File: config.mk
export PLATFORM = sky130hd
export DESIGN_NAME = aurora_block_sync_multi_flat
export DESIGN_NICKNAME = d
export VERILOG_FILES = /design/src/rtl/aurora_block_sync_multi_if.sv /design/src/rtl/aurora_block_sync_multi.sv /design/src/flat_wrapper.sv
export SDC_FILE = /design/constraint.sdc
export NUM_CORES = 1
export LEC_CHECK = 0
export ABC_AREA = 1
export CORE_UTILIZATION = 35
export DETAILED_ROUTE_END_ITERATION = 12
export GPL_ROUTABILITY_DRIVEN = 0
export PLACE_DENSITY = 0.6
export SLEW_MARGIN = 20
export SYNTH_ARGS = -nofsm -noshare
export SYNTH_HDL_FRONTEND = slang
export SYNTH_SLANG_ARGS = --single-unit
File: constraint.sdc
create_clock -name clk_rx_i -period 2.2 [get_ports clk_rx_i]
set_input_delay 0.44 -clock clk_rx_i [delete_from_list [all_inputs] [get_ports clk_rx_i]]
set_output_delay 0.44 -clock clk_rx_i [all_outputs]
set_load 0.01 [all_outputs]
File: src/rtl/aurora_block_sync_multi_if.sv
`default_nettype none
// ============================================================================
// Interface : aurora_block_sync_multi_if
// Header/enable bundle into the multi-lane block synchroniser and its status.
// Macro     : AURORA_SYNC_STATS_EN adds the per-lane slip/drop count buses.
// Revision  : 1.0
// ============================================================================
interface aurora_block_sync_multi_if #(
  parameter int NUM_LANES = 4
);
  logic [2*NUM_LANES-1:0] hdr_i;
  logic [NUM_LANES-1:0]   hdr_valid_i;
  logic [NUM_LANES-1:0]   enable_i;
  logic [NUM_LANES-1:0]   slip_o;
  logic [NUM_LANES-1:0]   locked_o;
  logic                   all_locked_o;
  logic [NUM_LANES-1:0]   sync_fail_o;
`ifdef AURORA_SYNC_STATS_EN
  logic [8*NUM_LANES-1:0] slip_cnt_o;
  logic [8*NUM_LANES-1:0] drop_cnt_o;

  modport master (
    output hdr_i, hdr_valid_i, enable_i,
    input  slip_o, locked_o, all_locked_o, sync_fail_o, slip_cnt_o, drop_cnt_o
  );
  modport slave (
    input  hdr_i, hdr_valid_i, enable_i,
    output slip_o, locked_o, all_locked_o, sync_fail_o, slip_cnt_o, drop_cnt_o
  );
`else
  modport master (
    output hdr_i, hdr_valid_i, enable_i,
    input  slip_o, locked_o, all_locked_o, sync_fail_o
  );
  modport slave (
    input  hdr_i, hdr_valid_i, enable_i,
    output slip_o, locked_o, all_locked_o, sync_fail_o
  );
`endif
endinterface
`default_nettype wire

File: src/rtl/aurora_block_sync_multi.sv
`default_nettype none
// ============================================================================
// Module   : aurora_block_sync_multi
// Per-lane 64b/66b sync-header hunt/slip/lock with windowed lock-loss detect.
// Macro    : AURORA_SYNC_STATS_EN adds saturating slip and drop counters.
// Revision : 1.0
// ============================================================================
module aurora_block_sync_multi #(
  parameter int NUM_LANES  = 4,
  parameter int LOCK_CNT   = 64,
  parameter int SLIP_WAIT  = 16,
  parameter int ERR_WINDOW = 64,
  parameter int ERR_MAX    = 16,
  parameter int SLIP_FAIL  = 132
) (
  input  logic clk_rx_i,
  input  logic rst_i,
  aurora_block_sync_multi_if.slave bus
);

  localparam int GW = $clog2(LOCK_CNT + 1);
  localparam int WW = (SLIP_WAIT > 1) ? $clog2(SLIP_WAIT) : 1;
  localparam int NW = (ERR_WINDOW > 1) ? $clog2(ERR_WINDOW) : 1;
  localparam int EW = $clog2(ERR_MAX + 1);
  localparam int AW = $clog2(SLIP_FAIL + 1);

  localparam logic [GW-1:0] c_lock_cnt  = GW'(LOCK_CNT);
  localparam logic [WW-1:0] c_wait_last = WW'(SLIP_WAIT - 1);
  localparam logic [NW-1:0] c_win_last  = NW'(ERR_WINDOW - 1);
  localparam logic [EW-1:0] c_err_max   = EW'(ERR_MAX);
  localparam logic [AW-1:0] c_slip_fail = AW'(SLIP_FAIL);

  typedef enum logic [1:0] {
    ST_HUNT   = 2'd0,
    ST_SLIP   = 2'd1,
    ST_WAIT   = 2'd2,
    ST_LOCKED = 2'd3
  } state_t;

  wire [NUM_LANES-1:0]   slip_w;
  wire [NUM_LANES-1:0]   locked_w;
  wire [NUM_LANES-1:0]   sync_fail_w;
`ifdef AURORA_SYNC_STATS_EN
  wire [8*NUM_LANES-1:0] slip_cnt_w;
  wire [8*NUM_LANES-1:0] drop_cnt_w;
`endif

  for (genvar g = 0; g < NUM_LANES; g++) begin : g_lane
    logic [1:0]    hdr;
    logic          hv;
    logic          en;
    logic          hdr_bad;
    logic          slip_set;
    logic          drop_evt;
    logic [GW-1:0] good_d;
    logic [EW-1:0] err_d;
    logic [AW-1:0] attempt_d;

    state_t        state_q;
    logic [GW-1:0] good_cnt_q;
    logic [WW-1:0] wait_cnt_q;
    logic [NW-1:0] win_cnt_q;
    logic [EW-1:0] err_cnt_q;
    logic [AW-1:0] attempt_cnt_q;
    logic          slip_q;
    logic          locked_q;
    logic          sync_fail_q;

    assign hdr       = bus.hdr_i[2*g +: 2];
    assign hv        = bus.hdr_valid_i[g];
    assign en        = bus.enable_i[g];
    assign hdr_bad   = ~(hdr[1] ^ hdr[0]);
    assign good_d    = good_cnt_q + 1'b1;
    assign err_d     = err_cnt_q + EW'(hdr_bad);
    assign attempt_d = (attempt_cnt_q == c_slip_fail) ? attempt_cnt_q : attempt_cnt_q + 1'b1;
    assign slip_set  = en && hv && hdr_bad && (state_q == ST_HUNT);
    assign drop_evt  = en && hv && (state_q == ST_LOCKED) && (err_d == c_err_max);

    // A disabled lane is held exactly as if in reset.
    always_ff @(posedge clk_rx_i) begin
      if (rst_i || !en) begin
        state_q       <= ST_HUNT;
        good_cnt_q    <= '0;
        wait_cnt_q    <= '0;
        win_cnt_q     <= '0;
        err_cnt_q     <= '0;
        attempt_cnt_q <= '0;
        slip_q        <= 1'b0;
        locked_q      <= 1'b0;
        sync_fail_q   <= 1'b0;
      end else begin
        slip_q <= 1'b0;
        case (state_q)
          ST_HUNT: begin
            if (hv) begin
              if (hdr_bad) begin
                state_q    <= ST_SLIP;
                slip_q     <= 1'b1;
                good_cnt_q <= '0;
              end else if (good_d == c_lock_cnt) begin
                state_q       <= ST_LOCKED;
                locked_q      <= 1'b1;
                good_cnt_q    <= '0;
                win_cnt_q     <= '0;
                err_cnt_q     <= '0;
                attempt_cnt_q <= '0;
                sync_fail_q   <= 1'b0;
              end else begin
                good_cnt_q <= good_d;
              end
            end
          end
          ST_SLIP: begin
            state_q       <= ST_WAIT;
            wait_cnt_q    <= '0;
            attempt_cnt_q <= attempt_d;
            if (attempt_d == c_slip_fail) begin
              sync_fail_q <= 1'b1;
            end
          end
          ST_WAIT: begin
            if (hv) begin
              if (wait_cnt_q == c_wait_last) begin
                state_q    <= ST_HUNT;
                wait_cnt_q <= '0;
                good_cnt_q <= '0;
              end else begin
                wait_cnt_q <= wait_cnt_q + 1'b1;
              end
            end
          end
          ST_LOCKED: begin
            // Reaching the error limit on the last window beat still drops lock.
            if (hv) begin
              if (err_d == c_err_max) begin
                state_q   <= ST_HUNT;
                locked_q  <= 1'b0;
                win_cnt_q <= '0;
                err_cnt_q <= '0;
              end else if (win_cnt_q == c_win_last) begin
                win_cnt_q <= '0;
                err_cnt_q <= '0;
              end else begin
                win_cnt_q <= win_cnt_q + 1'b1;
                err_cnt_q <= err_d;
              end
            end
          end
          default: state_q <= ST_HUNT;
        endcase
      end
    end

    assign slip_w[g]      = slip_q;
    assign locked_w[g]    = locked_q;
    assign sync_fail_w[g] = sync_fail_q;

`ifdef AURORA_SYNC_STATS_EN
    logic [7:0] slip_cnt_q;
    logic [7:0] drop_cnt_q;

    always_ff @(posedge clk_rx_i) begin
      if (rst_i) begin
        slip_cnt_q <= '0;
        drop_cnt_q <= '0;
      end else begin
        if (slip_set && (slip_cnt_q != 8'hFF)) begin
          slip_cnt_q <= slip_cnt_q + 8'd1;
        end
        if (drop_evt && (drop_cnt_q != 8'hFF)) begin
          drop_cnt_q <= drop_cnt_q + 8'd1;
        end
      end
    end

    assign slip_cnt_w[8*g +: 8] = slip_cnt_q;
    assign drop_cnt_w[8*g +: 8] = drop_cnt_q;
`endif
  end

  logic all_locked_q;

  always_ff @(posedge clk_rx_i) begin
    if (rst_i) begin
      all_locked_q <= 1'b0;
    end else begin
      all_locked_q <= (|bus.enable_i) && (&(locked_w | ~bus.enable_i));
    end
  end

  assign bus.slip_o       = slip_w;
  assign bus.locked_o     = locked_w;
  assign bus.sync_fail_o  = sync_fail_w;
  assign bus.all_locked_o = all_locked_q;
`ifdef AURORA_SYNC_STATS_EN
  assign bus.slip_cnt_o   = slip_cnt_w;
  assign bus.drop_cnt_o   = drop_cnt_w;
`endif

endmodule
`default_nettype wire

File: src/flat_wrapper.sv
// flat-port wrapper written by rule: the top's interface ports become plain ports
module aurora_block_sync_multi_flat 
#(
  parameter int NUM_LANES  = 4,
  parameter int LOCK_CNT   = 64,
  parameter int SLIP_WAIT  = 16,
  parameter int ERR_WINDOW = 64,
  parameter int ERR_MAX    = 16,
  parameter int SLIP_FAIL  = 132
)
  (clk_rx_i, rst_i, bus_hdr_i, bus_hdr_valid_i, bus_enable_i, bus_slip_o, bus_locked_o, bus_all_locked_o, bus_sync_fail_o);
  aurora_block_sync_multi_if #(.NUM_LANES(NUM_LANES)) bus_i ();
  input  logic clk_rx_i;
  input  logic rst_i;
  input wire logic [$bits(bus_i.hdr_i)-1:0] bus_hdr_i;
  input wire logic [$bits(bus_i.hdr_valid_i)-1:0] bus_hdr_valid_i;
  input wire logic [$bits(bus_i.enable_i)-1:0] bus_enable_i;
  output wire logic [$bits(bus_i.slip_o)-1:0] bus_slip_o;
  output wire logic [$bits(bus_i.locked_o)-1:0] bus_locked_o;
  output wire logic [$bits(bus_i.all_locked_o)-1:0] bus_all_locked_o;
  output wire logic [$bits(bus_i.sync_fail_o)-1:0] bus_sync_fail_o;
  assign bus_i.hdr_i = bus_hdr_i;
  assign bus_i.hdr_valid_i = bus_hdr_valid_i;
  assign bus_i.enable_i = bus_enable_i;
  assign bus_slip_o = bus_i.slip_o;
  assign bus_locked_o = bus_i.locked_o;
  assign bus_all_locked_o = bus_i.all_locked_o;
  assign bus_sync_fail_o = bus_i.sync_fail_o;
  aurora_block_sync_multi #(.NUM_LANES(NUM_LANES), .LOCK_CNT(LOCK_CNT), .SLIP_WAIT(SLIP_WAIT), .ERR_WINDOW(ERR_WINDOW), .ERR_MAX(ERR_MAX), .SLIP_FAIL(SLIP_FAIL)) u_core (.clk_rx_i(clk_rx_i), .rst_i(rst_i), .bus(bus_i));
endmodule
# After elaboration in Yosys (flattened, before gate mapping)
# Cells that the tools add are included.
word_totals:
  elab_cells: 402
  output_inout_bits: 13
  reg_bits: 141
classes:
  eq_ne: 72
  n_reduce_logical: 63
  bitwise_logic: 18
  add_sub_neg: 20
  n_mux: 192
ops:
  columns: ["op", "n"]
  rows:
  - ["2-to-1 mux 6 bit", 24]
  - ["2-to-1 mux 7 bit", 20]
  - ["2-to-1 mux 8 bit", 16]
  - ["2-to-1 mux 5 bit", 24]
  - ["== test 8 bit (second input constant)", 8]
  - ["case mux 8 bit (2 select lines)", 4]
  - ["2-to-1 mux 2 bit", 28]
  - ["case mux 7 bit (2 select lines)", 4]
  - ["case mux 6 bit (2 select lines)", 4]
  - ["AND reduction 6 bit", 8]
  - ["2-to-1 mux 1 bit", 40]
  - ["!= test 2 bit (second input constant)", 20]
  - ["case mux 5 bit (2 select lines)", 4]
  - ["AND reduction 5 bit", 8]
  - ["AND reduction 4 bit", 9]
  - ["adder 8 x 1 -> 8 bit (second input constant)", 4]
  - ["2-to-1 mux 4 bit", 8]
  - ["case mux 2 bit (4 select lines)", 4]
  - ["case mux 4 bit (2 select lines)", 4]
  - ["nonzero test 2 bit", 16]
  - ["adder 7 x 1 -> 7 bit (second input constant)", 4]
  - ["== test 7 bit (second input constant)", 4]
  - ["adder 6 x 1 -> 6 bit (second input constant)", 4]
  - ["== test 6 bit (second input constant)", 4]
  - ["20 further kinds", 92]

# Longest topological paths before layout
# Gate-level depths: netlist (run 1).
depth:
  depth_word: 7
  depth_mapped: 14

# Worst setup path before layout (run 1)
# No wires, ideal clock.
synth_timing:
  kind: "input port to flip-flop"
  startpoint: "input bus_hdr_i[0]"
  endpoint: "register u_core.g_lane[0].err_cnt_q[2]"
  required_ps: 2074
  arrival_time_ps: 2141
  setup_ps: 126
  stages: 11
  slack_ps: -67
  cell_sequence: "xor2_1 > inv_1 > ha_1 > ha_1 > nand3_1 > xor2_1 > nand4_1 > nand2_1 > nor2_1 > o21ai_1 > nor2_1"
synth_via:
  elab_chain_cells: 7
  word_cells_on_any_way: 10
  classes_between: "add/sub (1); eq/ne (2); mux (4); bitwise (2); reduce/logical (1)"
synth_rtl:
  columns: ["item", "line", "rtl"]
  rows:
  - ["start: declaration", "flat_wrapper.sv:15", "input wire logic [$bits(bus_i.hdr_i)-1:0] bus_hdr_i;"]
  - ["bitwise XOR 1 bit (*)", "aurora_block_sync_multi.sv:72", "assign hdr_bad = ~(hdr[1] ^ hdr[0]);"]
  - ["NOT 1 bit (*)", "aurora_block_sync_multi.sv:72", null]
  - ["via u_core.g_lane[0].hdr_bad", "aurora_block_sync_multi.sv:52", "logic hdr_bad;"]
  - ["adder 5 x 1 -> 5 bit (*)", "aurora_block_sync_multi.sv:74", "assign err_d = err_cnt_q + EW'(hdr_bad);"]
  - ["== test 5 bit / 2-to-1 mux 5 bit (equally long branches)", null, null]
  - ["2-to-1 mux 5 bit (*)", "aurora_block_sync_multi.sv:135", "if (err_d == c_err_max) begin"]
  - ["2-to-1 mux 5 bit (*)", "aurora_block_sync_multi.sv:134", "if (hv) begin"]
  - ["case mux 5 bit (2 select lines) (*)", "aurora_block_sync_multi.sv:93", "case (state_q)"]
  - ["end signal: assignment", "aurora_block_sync_multi.sv:145", "err_cnt_q <= err_d;"]
  - ["end: declaration", "aurora_block_sync_multi.sv:63", "logic [EW-1:0] err_cnt_q;"]
# The timed path passes the listed nets; every way through them passes the cells marked *. The select of a mux whose other input is x is not followed.
# A chain may end at the register's enable or synchronous reset.

# Final worst setup path (run 1)
layout_timing:
  startpoint: "input bus_hdr_i[0]"
  endpoint: "register u_core.g_lane[0].err_cnt_q[3]"
layout_via:
  elab_chain_cells: 7
  word_cells_on_any_way: 10
  classes_between: "add/sub (1); eq/ne (2); mux (4); bitwise (2); reduce/logical (1)"
layout_rtl:
  columns: ["item", "line"]
  rows:
  - ["bitwise XOR 1 bit (*)", "aurora_block_sync_multi.sv:72"]
  - ["NOT 1 bit", "aurora_block_sync_multi.sv:72"]
  - ["adder 5 x 1 -> 5 bit", "aurora_block_sync_multi.sv:74"]
  - ["== test 5 bit / 2-to-1 mux 5 bit (equally long branches)", null]
  - ["2-to-1 mux 5 bit", "aurora_block_sync_multi.sv:135"]
  - ["2-to-1 mux 5 bit", "aurora_block_sync_multi.sv:134"]
  - ["case mux 5 bit (2 select lines)", "aurora_block_sync_multi.sv:93"]
# Mark *: on every way between the ends. The rest lies on a longest branch, timed or not. The select of a mux whose other input is x is not followed.

==> results of run 1 <==
## cell usage after synthesis (3+ instances only)
cell type  number  area share, %
nand3_2         5           0.61
dfxtp_1       141             35
nand2_1       307             14
nand4_1        31            2.4
buf_4          13            1.2
ha_1           28            4.3
nor3_1         11           0.68
o21ai_0        40            2.5
a21oi_1       118            7.2
o22ai_1         3           0.23
nand3b_1        7           0.64
nand2_2        12           0.92
clkbuf_1        7           0.32
or2_2           8           0.61
o21ai_1         4           0.25
o211ai_1        3           0.28
nor2_1        178            8.2
clkinv_1        3           0.14
inv_1         139            6.4
xor2_1         32            3.4
nor4_1          7           0.54
nand3_1        91            5.6
buf_2           5           0.31
nor2_2          3           0.23
xnor2_1        12            1.3
## power by group through the flow
stage	clock network, uW	registers [uW]	logic (uW)
2_1_floorplan	0	2640	281
3_3_place_gp	0	2650	489
3_5_place_dp	0	2650	488
4_1_cts	2940	2590	536
5_1_grt	3060	2590	611
6_report	2860	2590	552
## worst paths after layout
check,startpoint,to,cells past startpoint
worst max-delay path,bus_hdr_i[0],u_core.g_lane[0].err_cnt_q[3],15
worst min-delay path,u_core.g_lane[2].sync_fail_q,u_core.g_lane[2].sync_fail_q,2
worst max register to register,u_core.g_lane[0].good_cnt_q[0],u_core.g_lane[0].err_cnt_q[3],13
worst min register to register,u_core.g_lane[2].sync_fail_q,u_core.g_lane[2].sync_fail_q,2
## what timing repair did
action | 4_1_cts | 5_1_grt
buffers inserted | 21 | 7
setup endpoints to repair | 34 | 57
pin swaps | 17 | 20
resized for setup | 22 | 29
## flip-flops by register name, indices dropped and copies added (netlist names)
signal                       count
u_core.bus.all_locked_o          1
u_core.g_lane.attempt_cnt_q     32
u_core.g_lane.err_cnt_q         20
u_core.g_lane.good_cnt_q        28
u_core.g_lane.locked_q           4
u_core.g_lane.slip_q             4
u_core.g_lane.state_q            8
u_core.g_lane.sync_fail_q        4
u_core.g_lane.wait_cnt_q        16
u_core.g_lane.win_cnt_q         24
## placed cells by master (no fill, tap or decap), types with 4 or more instances in the layout
cell	n
nor4_1	6
inv_1	136
xor2_2	4
xor2_1	28
ha_1	21
nand3_1	89
dlymetal6s2s_1	7
o21ai_1	10
buf_4	91
nor3_1	10
clkbuf_16	17
nand3b_1	7
xnor2_1	11
a21oi_1	117
nor2_1	174
dfxtp_1	141
o21ai_0	33
nor2_2	7
nand2_1	301
or2_2	8
inv_2	4
nand3_2	7
nand4_1	31
clkdlybuf4s50_1	22
inv_6	7
nand2_2	17
ha_2	7
## worst reg2reg max path, delay by kind of cell (launching register included)
| kind | cells | cell delay [ns] |
|---|---|---|
| buffers and inverters | 3 | 0.39 |
| AOI/OAI and AO/OA | 1 | 0.06 |
| DFF | 1 | 0.34 |
| and+or+nand+nor | 8 | 0.85 |
| adders and majority gates | 1 | 0.23 |
## cell type report
| type | instances | area [um2] | area share, % |
|---|---|---|---|
| clock buffers | 19 | 453 | 4.48 |
| clock inverters | 13 | 129 | 1.27 |
| inverters | 144 | 544 | 5.38 |
| multi-input cells | 920 | 4720 | 46.7 |
| flip-flops and latches | 141 | 2820 | 27.9 |
| well taps | 285 | 357 | 3.53 |
| repair buffers | 126 | 1080 | 10.7 |
## layer usage
metal | vias to the layer above | share of wire (%)
met5 | - | 0
met4 | 0 | 1.1
met3 | 20 | 2.5
met2 | 86 | 46
met1 | 3452 | 50
li1 | 4232 | -
## logic make-up after synthesis
logic type                 synth area share [%]
AOI/OAI and AO/OA                          11.1
buffers and inverters                      8.89
adders and majority gates                  4.30
and+or+nand+nor                            36.2
DFF                                        34.6
xor gates and xnor gates                   4.93
## through the flow
step	worst slack [ns]	hold WS, ns	util, %
after detailed placement	-0.564	0.459	40.4
after global routing	0.0370	0.483	44.5
after floorplan	0.00493	0.435	-
final	0.169	0.465	44.5
after global placement	-0.527	0.456	40.4
after CTS	0.00491	0.469	44.0
==> flow_summary.yaml, run 1 <==
outcome:
  status: "finished, final reports clean"
floorplanning:
  die_x_um: 155
  std_cell_rows: 55
  start_util_pct: 35.9
  die_area_um2: 23900
  coreArea_um2: 22700
  io_pins: 31
  die_h_um: 155
global_route:
  antenna_found_initial: 0
  grt_max_degree: 26
  grt_pass1_wl_um: 31900
  grt_util_met3_pct: 3.17
  grt_pass1_vias: 7140
  grt_overflow: 0
  busiest_layer: "met2"
  met2_usage_pct: 26.8
  use_met1_pct: 20.9
  gr-usage-all-layers_pct: 16.1
routing:
  via_per_inst: 4.73
  wire_per_inst_um: 11.2
  num_vias: 7790
  drc: 0
  drt_iter0_drc: 404
  first_pass_iters: 5
  routed_wirelength_um: 18400
  drtAntennaViolNets: 0
clock_tree:
  root_buffer: "clkbuf_16"
  htree_levels: 4
  clk_pin_slew_ns: 0.06
  cts_made_buffers: 17
  clk-insertion-delay-late_ns: 0.42
  numClockSinks: 141
  tritoncts: "yes"
  ctsHoldBuffers: 0
  clk_path_buf_depth: 2
placement:
  dp_cells: 1588
  dp_hpwl_um: 13200
  numPortBuffers: 30
  postPlaceCellArea_um2: 9180
final_layout:
  synthToLayoutAreaGrowth_pct: 24.0
  postLayoutCellArea_um2: 10100
  num_antenna_cells: 0
  drive_above_1_share_pct: 14.6
  fin_nets: 1396
  fillers: 2300
  stdcell_count: 1648
synthesis:
  synth_ff_type: "dfxtp_1"
  yosysWarningCount: 0
  syn_area_um2: 8150
  yosysUniqueCellTypes: 43
  postSynthAreaPerCell_um2: 6.61
  ys_async_sr_fraction_pct: 0
  synth_edf_count: 0
  syn-num-nets: 1280
  ys_ff_latch: 141
  syn_inst: 1234
  ys_seq_area_share_pct: 34.6
critical_path:
  path_max_fanout: 7
  end_kind: "register"
  crit_arrival_ns: 2.34
  rrSetupSlack_ns: 0.23
  cp_top_family: "buffers and inverters"
  cpMostUsedCell: "buf_4"
  worst-path-buf-inv: 9
  max_stage_delay_ns: 0.31
  start_kind: "input port"
  crit_chain: "dlymetal6s2s_1 > xor2_2 > buf_4 > buf_4 > buf_4 > buf_4 > buf_4 > buf_4 > nor2_1 > nor4_2 > nand2_2 > buf_4 > buf_4 > nand2_1 > a21oi_1"
  crit_slowest_cell: "nor4_2"
  cp.required_ns: 2.50
  crit_type: "in2reg"
power:
  combPwrFrac_pct: 9.2
  total_power_uw: 6000
  power_frac_clock_pct: 47.7
  ir_drop_mv: 0.600
  p_leak_uw: 0.00411
  seqPwrFrac_pct: 43.2
  p_switching_uw: 1550
  swShare_pct: 25.8
  p_int_uw: 4460
  powerDensity_nw_per_um2: 593
min_path:
  hold_class: "reg2reg"
timing:
  tightest_slew_ns: 0.660
  slew_headroom_pct: 55.8
  slew_violations: 0
  hold_violations: 0
  setup_viol: 0
  skew_ns: 0.0118
  rsz0062_at_grt: "no"
  fmax_mhz: 492
  final.setup.tns_ns: 0
  final.period_utilization_pct: 92.3
  period_needed_ns: 2.03
job:
  drv_cap: 0
No activity file was read; power rests on OpenSTA's default activity.
==> run 2, diff against run 1 <==
Settings changed: ABC_CLOCK_PERIOD_IN_PS set to 2200.
==> results of run 2 <==
Final layout, timing and power as in run 1 (identical DEF).
